`config.mk`:
```
export PLATFORM = sky130hd
export DESIGN_NAME = rvfi_retire_serializer
export DESIGN_NICKNAME = d
export VERILOG_FILES = /design/src/rtl/rvfi_pkg.sv /design/src/rtl/rvfi_bundle_fifo.sv /design/src/rtl/rvfi_retire_serializer.sv
export SDC_FILE = /design/constraint.sdc
export NUM_CORES = 2
export LEC_CHECK = 0
export BUFFER_PORTS_ARGS = -buffer_cell sky130_fd_sc_hd__buf_4
export CORE_MARGIN = 1.5
export CORE_UTILIZATION = 45
export DETAILED_ROUTE_END_ITERATION = 10
export PLACE_DENSITY = 0.64
export SLEW_MARGIN = 40
export SYNTH_ARGS = -nofsm -noshare
export SYNTH_HDL_FRONTEND = slang
export SYNTH_SLANG_ARGS = --single-unit
export TNS_END_PERCENT = 10
```
`constraint.sdc`:
```
create_clock -name clk -period 19.25 [get_ports clk]
set_input_delay 0.9625 -clock clk [delete_from_list [all_inputs] [get_ports clk]]
set_output_delay 0.9625 -clock clk [all_outputs]
set_load 0.02 [all_outputs]
```
`src/rtl/rvfi_pkg.sv`:
```
// Shared types, widths and the lane priority encoder for the RVFI retire serializer.
package rvfi_pkg;

  localparam int ORDER_W = 8;
  localparam int LANE_W  = 3;

  typedef enum logic {
    ST_IDLE,
    ST_DRAIN
  } st_t;

  // Lowest set bit of mask at or above from. Bit 3 of the result is set when no such bit exists.
  function automatic logic [LANE_W:0] rvfi_lane_sel(input logic [7:0] mask,
                                                    input logic [LANE_W-1:0] from);
    logic [LANE_W:0] sel;
    sel = 4'd8;
    for (int i = 7; i >= 0; i--) begin
      if (mask[i] && (3'(i) >= from)) sel = 4'(i);
    end
    return sel;
  endfunction

endpackage

```
`src/rtl/rvfi_bundle_fifo.sv`:
```
// Bundle FIFO: stores valid mask, orders and records per retirement bundle.
// The head entry's mask can be trimmed in place as lanes are replayed.
module rvfi_bundle_fifo
  import rvfi_pkg::*;
#(
  parameter int NRET  = 2,
  parameter int REC_W = 256,
  parameter int DEPTH = 4,
  parameter int CNT_W = $clog2(DEPTH + 1)
) (
  input  logic                       clk,
  input  logic                       reset,
  input  logic                       push_i,
  input  logic [NRET-1:0]            push_mask_i,
  input  logic [NRET*ORDER_W-1:0]    push_order_i,
  input  logic [NRET*REC_W-1:0]      push_rec_i,
  input  logic                       pop_i,
  input  logic                       clr_i,
  input  logic [NRET-1:0]            clr_mask_i,
  output logic [NRET-1:0]            head_mask_o,
  output logic [NRET*ORDER_W-1:0]    head_order_o,
  output logic [NRET*REC_W-1:0]      head_rec_o,
  output logic [CNT_W-1:0]           count_o
);

  localparam int PW = (DEPTH > 1) ? $clog2(DEPTH) : 1;

  logic [NRET-1:0]         mask_mem  [DEPTH];
  logic [NRET*ORDER_W-1:0] order_mem [DEPTH];
  logic [NRET*REC_W-1:0]   rec_mem   [DEPTH];
  logic [PW-1:0]           wr_q, rd_q;
  logic [CNT_W-1:0]        cnt_q, cnt_d;

  // Occupancy next-state: simultaneous push and pop leave the count unchanged.
  always_comb begin
    cnt_d = cnt_q;
    if (push_i && !pop_i)      cnt_d = cnt_q + 1'b1;
    else if (!push_i && pop_i) cnt_d = cnt_q - 1'b1;
  end

  // Storage, pointers and head-mask trimming.
  always_ff @(posedge clk) begin
    if (reset) begin
      wr_q  <= '0;
      rd_q  <= '0;
      cnt_q <= '0;
    end else begin
      if (push_i) begin
        mask_mem[wr_q]  <= push_mask_i;
        order_mem[wr_q] <= push_order_i;
        rec_mem[wr_q]   <= push_rec_i;
        wr_q            <= wr_q + 1'b1;
      end
      if (pop_i)      rd_q <= rd_q + 1'b1;
      else if (clr_i) mask_mem[rd_q] <= mask_mem[rd_q] & ~clr_mask_i;
      cnt_q <= cnt_d;
    end
  end

  assign head_mask_o  = mask_mem[rd_q];
  assign head_order_o = order_mem[rd_q];
  assign head_rec_o   = rec_mem[rd_q];
  assign count_o      = cnt_q;

endmodule

```
`src/rtl/rvfi_retire_serializer.sv`:
```
// Serializes multi-channel RVFI retirement bundles into one record per handshake
// and flags discontinuities in the order stream.
//
//   state    | meaning
//   ST_IDLE  | FIFO empty, nothing presented
//   ST_DRAIN | head bundle present, presenting its next valid lane
module rvfi_retire_serializer
  import rvfi_pkg::*;
#(
  parameter int NRET  = 2,
  parameter int REC_W = 256,
  parameter int DEPTH = 4
) (
  input  logic                                  clk,
  input  logic                                  reset,
  input  logic [NRET-1:0]                       in_valid,
  input  logic [NRET*ORDER_W-1:0]               in_order,
  input  logic [NRET*REC_W-1:0]                 in_rec,
  output logic                                  in_ready,
  output logic                                  out_valid,
  input  logic                                  out_ready,
  output logic [REC_W-1:0]                      out_rec,
  output logic [ORDER_W-1:0]                    out_order,
  output logic [((NRET > 1) ? $clog2(NRET) : 1)-1:0] out_chidx,
  output logic                                  err_order,
  output logic                                  busy
);

  localparam int CHW   = (NRET > 1) ? $clog2(NRET) : 1;
  localparam int CNT_W = $clog2(DEPTH + 1);

  st_t                     st_q, st_d;
  logic [LANE_W-1:0]       lane_q, lane_d;
  logic                    exp_vld_q, exp_vld_d;
  logic [ORDER_W-1:0]      exp_order_q, exp_order_d;
  logic                    err_q, err_d;

  logic [NRET-1:0]         head_mask;
  logic [NRET*ORDER_W-1:0] head_order;
  logic [NRET*REC_W-1:0]   head_rec;
  logic [CNT_W-1:0]        count;
  logic [7:0]              mask_ext;
  logic [LANE_W:0]         sel;
  logic [LANE_W-1:0]       enc;
  logic                    found, hs, last, push, pop, clr;
  logic [NRET-1:0]         clr_mask;

  rvfi_bundle_fifo #(
    .NRET (NRET),
    .REC_W(REC_W),
    .DEPTH(DEPTH),
    .CNT_W(CNT_W)
  ) u_fifo (
    .clk         (clk),
    .reset       (reset),
    .push_i      (push),
    .push_mask_i (in_valid),
    .push_order_i(in_order),
    .push_rec_i  (in_rec),
    .pop_i       (pop),
    .clr_i       (clr),
    .clr_mask_i  (clr_mask),
    .head_mask_o (head_mask),
    .head_order_o(head_order),
    .head_rec_o  (head_rec),
    .count_o     (count)
  );

  // Lane selection and handshake bookkeeping for the head bundle.
  always_comb begin
    mask_ext             = '0;
    mask_ext[NRET-1:0]   = head_mask;
    sel                  = rvfi_lane_sel(mask_ext, lane_q);
    enc                  = sel[LANE_W-1:0];
    found                = ~sel[LANE_W];
    for (int c = 0; c < NRET; c++) clr_mask[c] = (enc == 3'(c));
    in_ready  = (count < CNT_W'(DEPTH));
    out_valid = (st_q == ST_DRAIN);
    push      = (|in_valid) & in_ready;
    hs        = out_valid & out_ready & found;
    last      = ((head_mask & ~clr_mask) == '0);
    pop       = hs & last;
    clr       = hs & ~last;
    busy      = (count != '0);
    err_order = err_q;
  end

  // Output mux: zero whenever nothing is presented.
  always_comb begin
    out_rec   = '0;
    out_order = '0;
    out_chidx = '0;
    if (out_valid && found) begin
      for (int c = 0; c < NRET; c++) begin
        if (enc == 3'(c)) begin
          out_rec   = head_rec[c*REC_W +: REC_W];
          out_order = head_order[c*ORDER_W +: ORDER_W];
          out_chidx = CHW'(c);
        end
      end
    end
  end

  // Next-state for drain FSM, lane pointer and order checker.
  always_comb begin
    st_d        = st_q;
    lane_d      = lane_q;
    exp_vld_d   = exp_vld_q;
    exp_order_d = exp_order_q;
    err_d       = err_q;
    case (st_q)
      ST_IDLE: begin
        lane_d = '0;
        if (push) st_d = ST_DRAIN;
      end
      ST_DRAIN: begin
        if (hs) lane_d = last ? '0 : enc + 3'd1;
        if (pop && !push && count == CNT_W'(1)) st_d = ST_IDLE;
      end
      default: st_d = ST_IDLE;
    endcase
    if (hs) begin
      if (exp_vld_q && out_order != exp_order_q) err_d = 1'b1;
      exp_vld_d   = 1'b1;
      exp_order_d = out_order + 8'd1;
    end
  end

  // State registers.
  always_ff @(posedge clk) begin
    if (reset) begin
      st_q        <= ST_IDLE;
      lane_q      <= '0;
      exp_vld_q   <= 1'b0;
      exp_order_q <= '0;
      err_q       <= 1'b0;
    end else begin
      st_q        <= st_d;
      lane_q      <= lane_d;
      exp_vld_q   <= exp_vld_d;
      exp_order_q <= exp_order_d;
      err_q       <= err_d;
    end
  end

endmodule

```
==> flow_summary.rst <==
.. list-table::
   :header-rows: 1

   * - Metric
     - Value
   * - Max-slew violation total from the final report
     - 0
   * - Clock buffer count from CTS
     - 217
   * - H-tree depth
     - 4
   * - Delay contributed by the slowest stage of the critical path
     - 750 ps
   * - Launch point of the worst reg-to-reg path
     - u_fifo.count_o[2]
   * - Post-synth ARST share
     - 0%
   * - Synthesized area per cell
     - 21.2 um^2
   * - Capture point of the worst path
     - out_rec[224]
   * - Wire length of the first global-routing pass
     - 288 mm
   * - Most used flip-flop cell after synthesis
     - edfxtp_1
   * - Commonest non-fill, non-tap cells in the layout
     - edfxtp_1, buf_4, nand2_1, mux4_2, a21oi_1
   * - Total wirelength of the detailed-routed design
     - 200 mm
   * - Number of core rows
     - 156
   * - Die Wd
     - 429 um
   * - Placeable core region
     - 0.180 mm^2
   * - Ratio of final minimum period to clock period
     - 33.7%
   * - Measured slew at the worst slew-check pin
     - 1010 ps
   * - Critical path's most frequent cell
     - buf_4
   * - Setup tns final
     - 0 ps
   * - Leading cell type in the layout, fill and taps excluded
     - edfxtp_1
   * - Vias in the first global route
     - 41,800
   * - Post-synth design cell area
     - 0.0815 mm^2
   * - Power density over the cells
     - 127 mW/mm^2
   * - Largest fanout on the critical path
     - 59
   * - Cell-by-cell trace of the critical path
     - buf_4 -> buf_4 -> buf_4 -> buf_6 -> mux4_2 -> nand2_1 -> a21oi_1 -> buf_4
   * - Number of gates resized after CTS
     - 0
   * - Sequential-to-total area share from yosys stat
     - 78.6%
   * - Leakage power figure
     - 32.1 nW
   * - Launching element type of the critical path
     - flop
   * - Routability Congestion
     - 0.825
   * - Fraction of synthesized cell area taken by the top area cell type
     - 78.1%
   * - Number of I/O port buffers
     - 801
   * - Post-synth EDFFs
     - 2,120
   * - Total setup buffers inserted after CTS
     - 0
   * - Fraction of layout cells with a size suffix above 1
     - 35.0%
   * - Achievable Freq
     - 154 MHz
   * - CP endpoint kind
     - output pin
   * - Number of antenna violations at the first check in global routing
     - 59
   * - Clock sink count
     - 2,142
   * - Gate count after technology mapping
     - 3,837
   * - Clock latency at the later pin of the worst-skew pair
     - 850 ps
   * - Global-route usage over all layers
     - 21.4%
   * - Detail-routed via count per cell
     - 5.54
   * - Clock Root Buffer
     - clkbuf_16
   * - Antenna-violating nets left
     - 0
   * - Effective utilization at floorplan
     - 45.2%
   * - Synth warn
     - 0
   * - Result of the run
     - completed
   * - Detail-routed net length per standard cell
     - 27.4 um
   * - Flip-flop and latch count after synthesis
     - 2,142
   * - Detailed-route via count
     - 40,500
   * - Die span in y
     - 429 um
   * - DRC violation count after routing
     - 0
   * - Setup Skew
     - 30.1 ps
   * - Cell accounting for the most synthesized area
     - edfxtp_1
   * - # fillers
     - 13,900
   * - Final worst hold slack
     - 309 ps
   * - Number of setup violations in the final report
     - 0
   * - Largest net degree at the start of global routing
     - 124
   * - Hold violation total from the final report
     - 0
   * - Max-Slew Margin vs Limit
     - 32.4%
   * - Number of DRC markers after the initial detailed-route iteration
     - 2,947
   * - HPWL reported at the end of detailed placement
     - 124 mm
   * - Post-Syn Nets
     - 4,385
   * - Largest cells by area after synthesis
     - edfxtp_1, mux4_2, nand2_1
   * - Tmin final
     - 6490 ps
   * - Critical path start-end classification
     - flop to output pin
   * - I/O pin cnt
     - 802
   * - # Max-Cap Violations
     - 0
   * - Setup repair after global routing missed its margin
     - false
   * - Unique masters post-synth
     - 57
   * - Cts-stage hold buffer count
     - 0
   * - Net count reported at finish
     - 5,264
   * - Worst r2r dst
     - u_fifo.rec_mem[2][421]
   * - Remaining global-route overflow
     - 0
   * - Worst-path cell with the longest stage delay
     - buf_4
   * - Area growth from synthesis to layout
     - 19.5%
   * - Clock tree from TritonCTS
     - done
   * - Worst Path Arrival
     - 5530 ps
   * - Die footprint
     - 0.184 mm^2
   * - First-pass iteration count of the detailed router
     - 5
   * - Data required time at the worst endpoint
     - 18,290 ps
   * - CTS Buffer Depth
     - 3
   * - Logic depth of the worst register-to-register path
     - 9
   * - IR drop worst, VDD
     - 0.0890 mV
   * - Classification of the worst-slack hold path
     - input port to flop
   * - Clock transition at the register clock pins on the worst setup and hold paths after CTS
     - 60 ps
   * - Setup slack, reg-to-reg
     - 14,540 ps
logic make-up (layout without fill, tap and decap cells):
kind of cell    count (synthesis)  count (layout)  synth area share, %
compound gates                299             299                 2.00
xor+xnor                       11              11                0.118
fa+ha+maj                      15              15                0.230
buf+inv                       227            1281                 1.20
flops                        2142            2142                 78.6
mux                           547             547                 14.9
other cells                     0              46                    0
simple gates                  596             596                 2.91
how the worst min path moves through the flow:
stage / from / to / slack [ps] / cells past startpoint
floorplan: exp_vld_q / exp_vld_q / 440 / 2
global placement: exp_vld_q / exp_vld_q / 450 / 2
detailed placement: exp_order_q[1] / exp_order_q[1] / 480 / 2
CTS: in_rec[190] / u_fifo.rec_mem[0][190] / 210 / 1
global route: in_rec[377] / u_fifo.rec_mem[1][377] / 250 / 1
finish: in_rec[186] / u_fifo.rec_mem[1][186] / 310 / 1
final cells by class:
| class | instances | area [um^2] | area share, % |
|---|---|---|---|
| multi-input combinational | 1468 | 16400 | 16.9 |
| sequential | 2142 | 64100 | 65.8 |
| tap | 2370 | 2970 | 3.04 |
| inverter | 19 | 111 | 0.114 |
| clock buffer | 285 | 5780 | 5.93 |
| clock inverter | 109 | 1010 | 1.04 |
| timing repair buffer | 868 | 6910 | 7.09 |
| antenna | 46 | 115 | 0.118 |
critical path, delay by kind of cell, from the launching register on:
| kind | cells | cell delay [ps] |
|---|---|---|
| simple gates | 1 | 60 |
| compound gates | 1 | 490 |
| flops | 1 | 680 |
| buf+inv | 5 | 2990 |
| mux | 1 | 330 |
Yosys cell counts (2+ instances only):
cell,n
clkbuf_1,115
o21ai_0,4
nand4_1,3
mux4_2,529
mux2i_1,12
ha_1,15
inv_1,19
a22oi_1,5
a211oi_1,6
o21ai_1,4
mux2_4,4
mux2i_4,2
buf_6,3
buf_4,2
and3_1,2
a21oi_1,263
nand2b_1,3
buf_2,76
buf_1,11
xor2_1,8
edfxtp_1,2120
and2_1,2
a21oi_2,2
xnor2_1,3
nor2_1,26
nand3_1,5
nor3_1,2
nor2b_1,3
dfxtp_1,22
nand2_1,535
nand2_4,5
state kept, by name, indices dropped and copies added (netlist names), named ones only:
signal / cells
u_fifo.rd_q: 2
exp_order_q: 8
err_order: 1
u_fifo.count_o: 3
u_fifo.wr_q: 2
lane_q: 2
out_valid: 1
exp_vld_q: 1
u_fifo.rec_mem: 2048
u_fifo.order_mem: 64
u_fifo.mask_mem: 8
stage by stage:
step	total power, mW	setup WS, ps	cells	utilization [%]	instance area [um^2]
finish	12.3	12760	7307	54.0	97400
global route	12.8	12490	7305	54.0	97400
global placement	8.40	13150	6857	50.0	90200
floorplan	7.76	6760	3837	-	81500
detailed placement	8.45	13500	6863	50.1	90400
CTS	12.5	12540	7257	53.9	97200
routing by layer:
layer / wire (um) / part of all wire [%] / GRT usage (%) / vias up
met1: 76400 / 38 / 26.4 / 21400
met4: 8490 / 4.2 / 10.9 / 8
li1: - / - / - / 17500
met2: 105000 / 52 / 36.2 / 1204
met3: 10300 / 5.2 / 4.32 / 332
met5: 53 / 0.027 / 0 / -
report_power, final:
group	internal (mW)	total [mW]	switching [mW]
clock	2.30	4.02	1.72
combinational	0.898	2.40	1.50
sequential	5.80	5.92	0.125
total	8.99	12.3	3.35
Power figures use the tool's default switching activity.
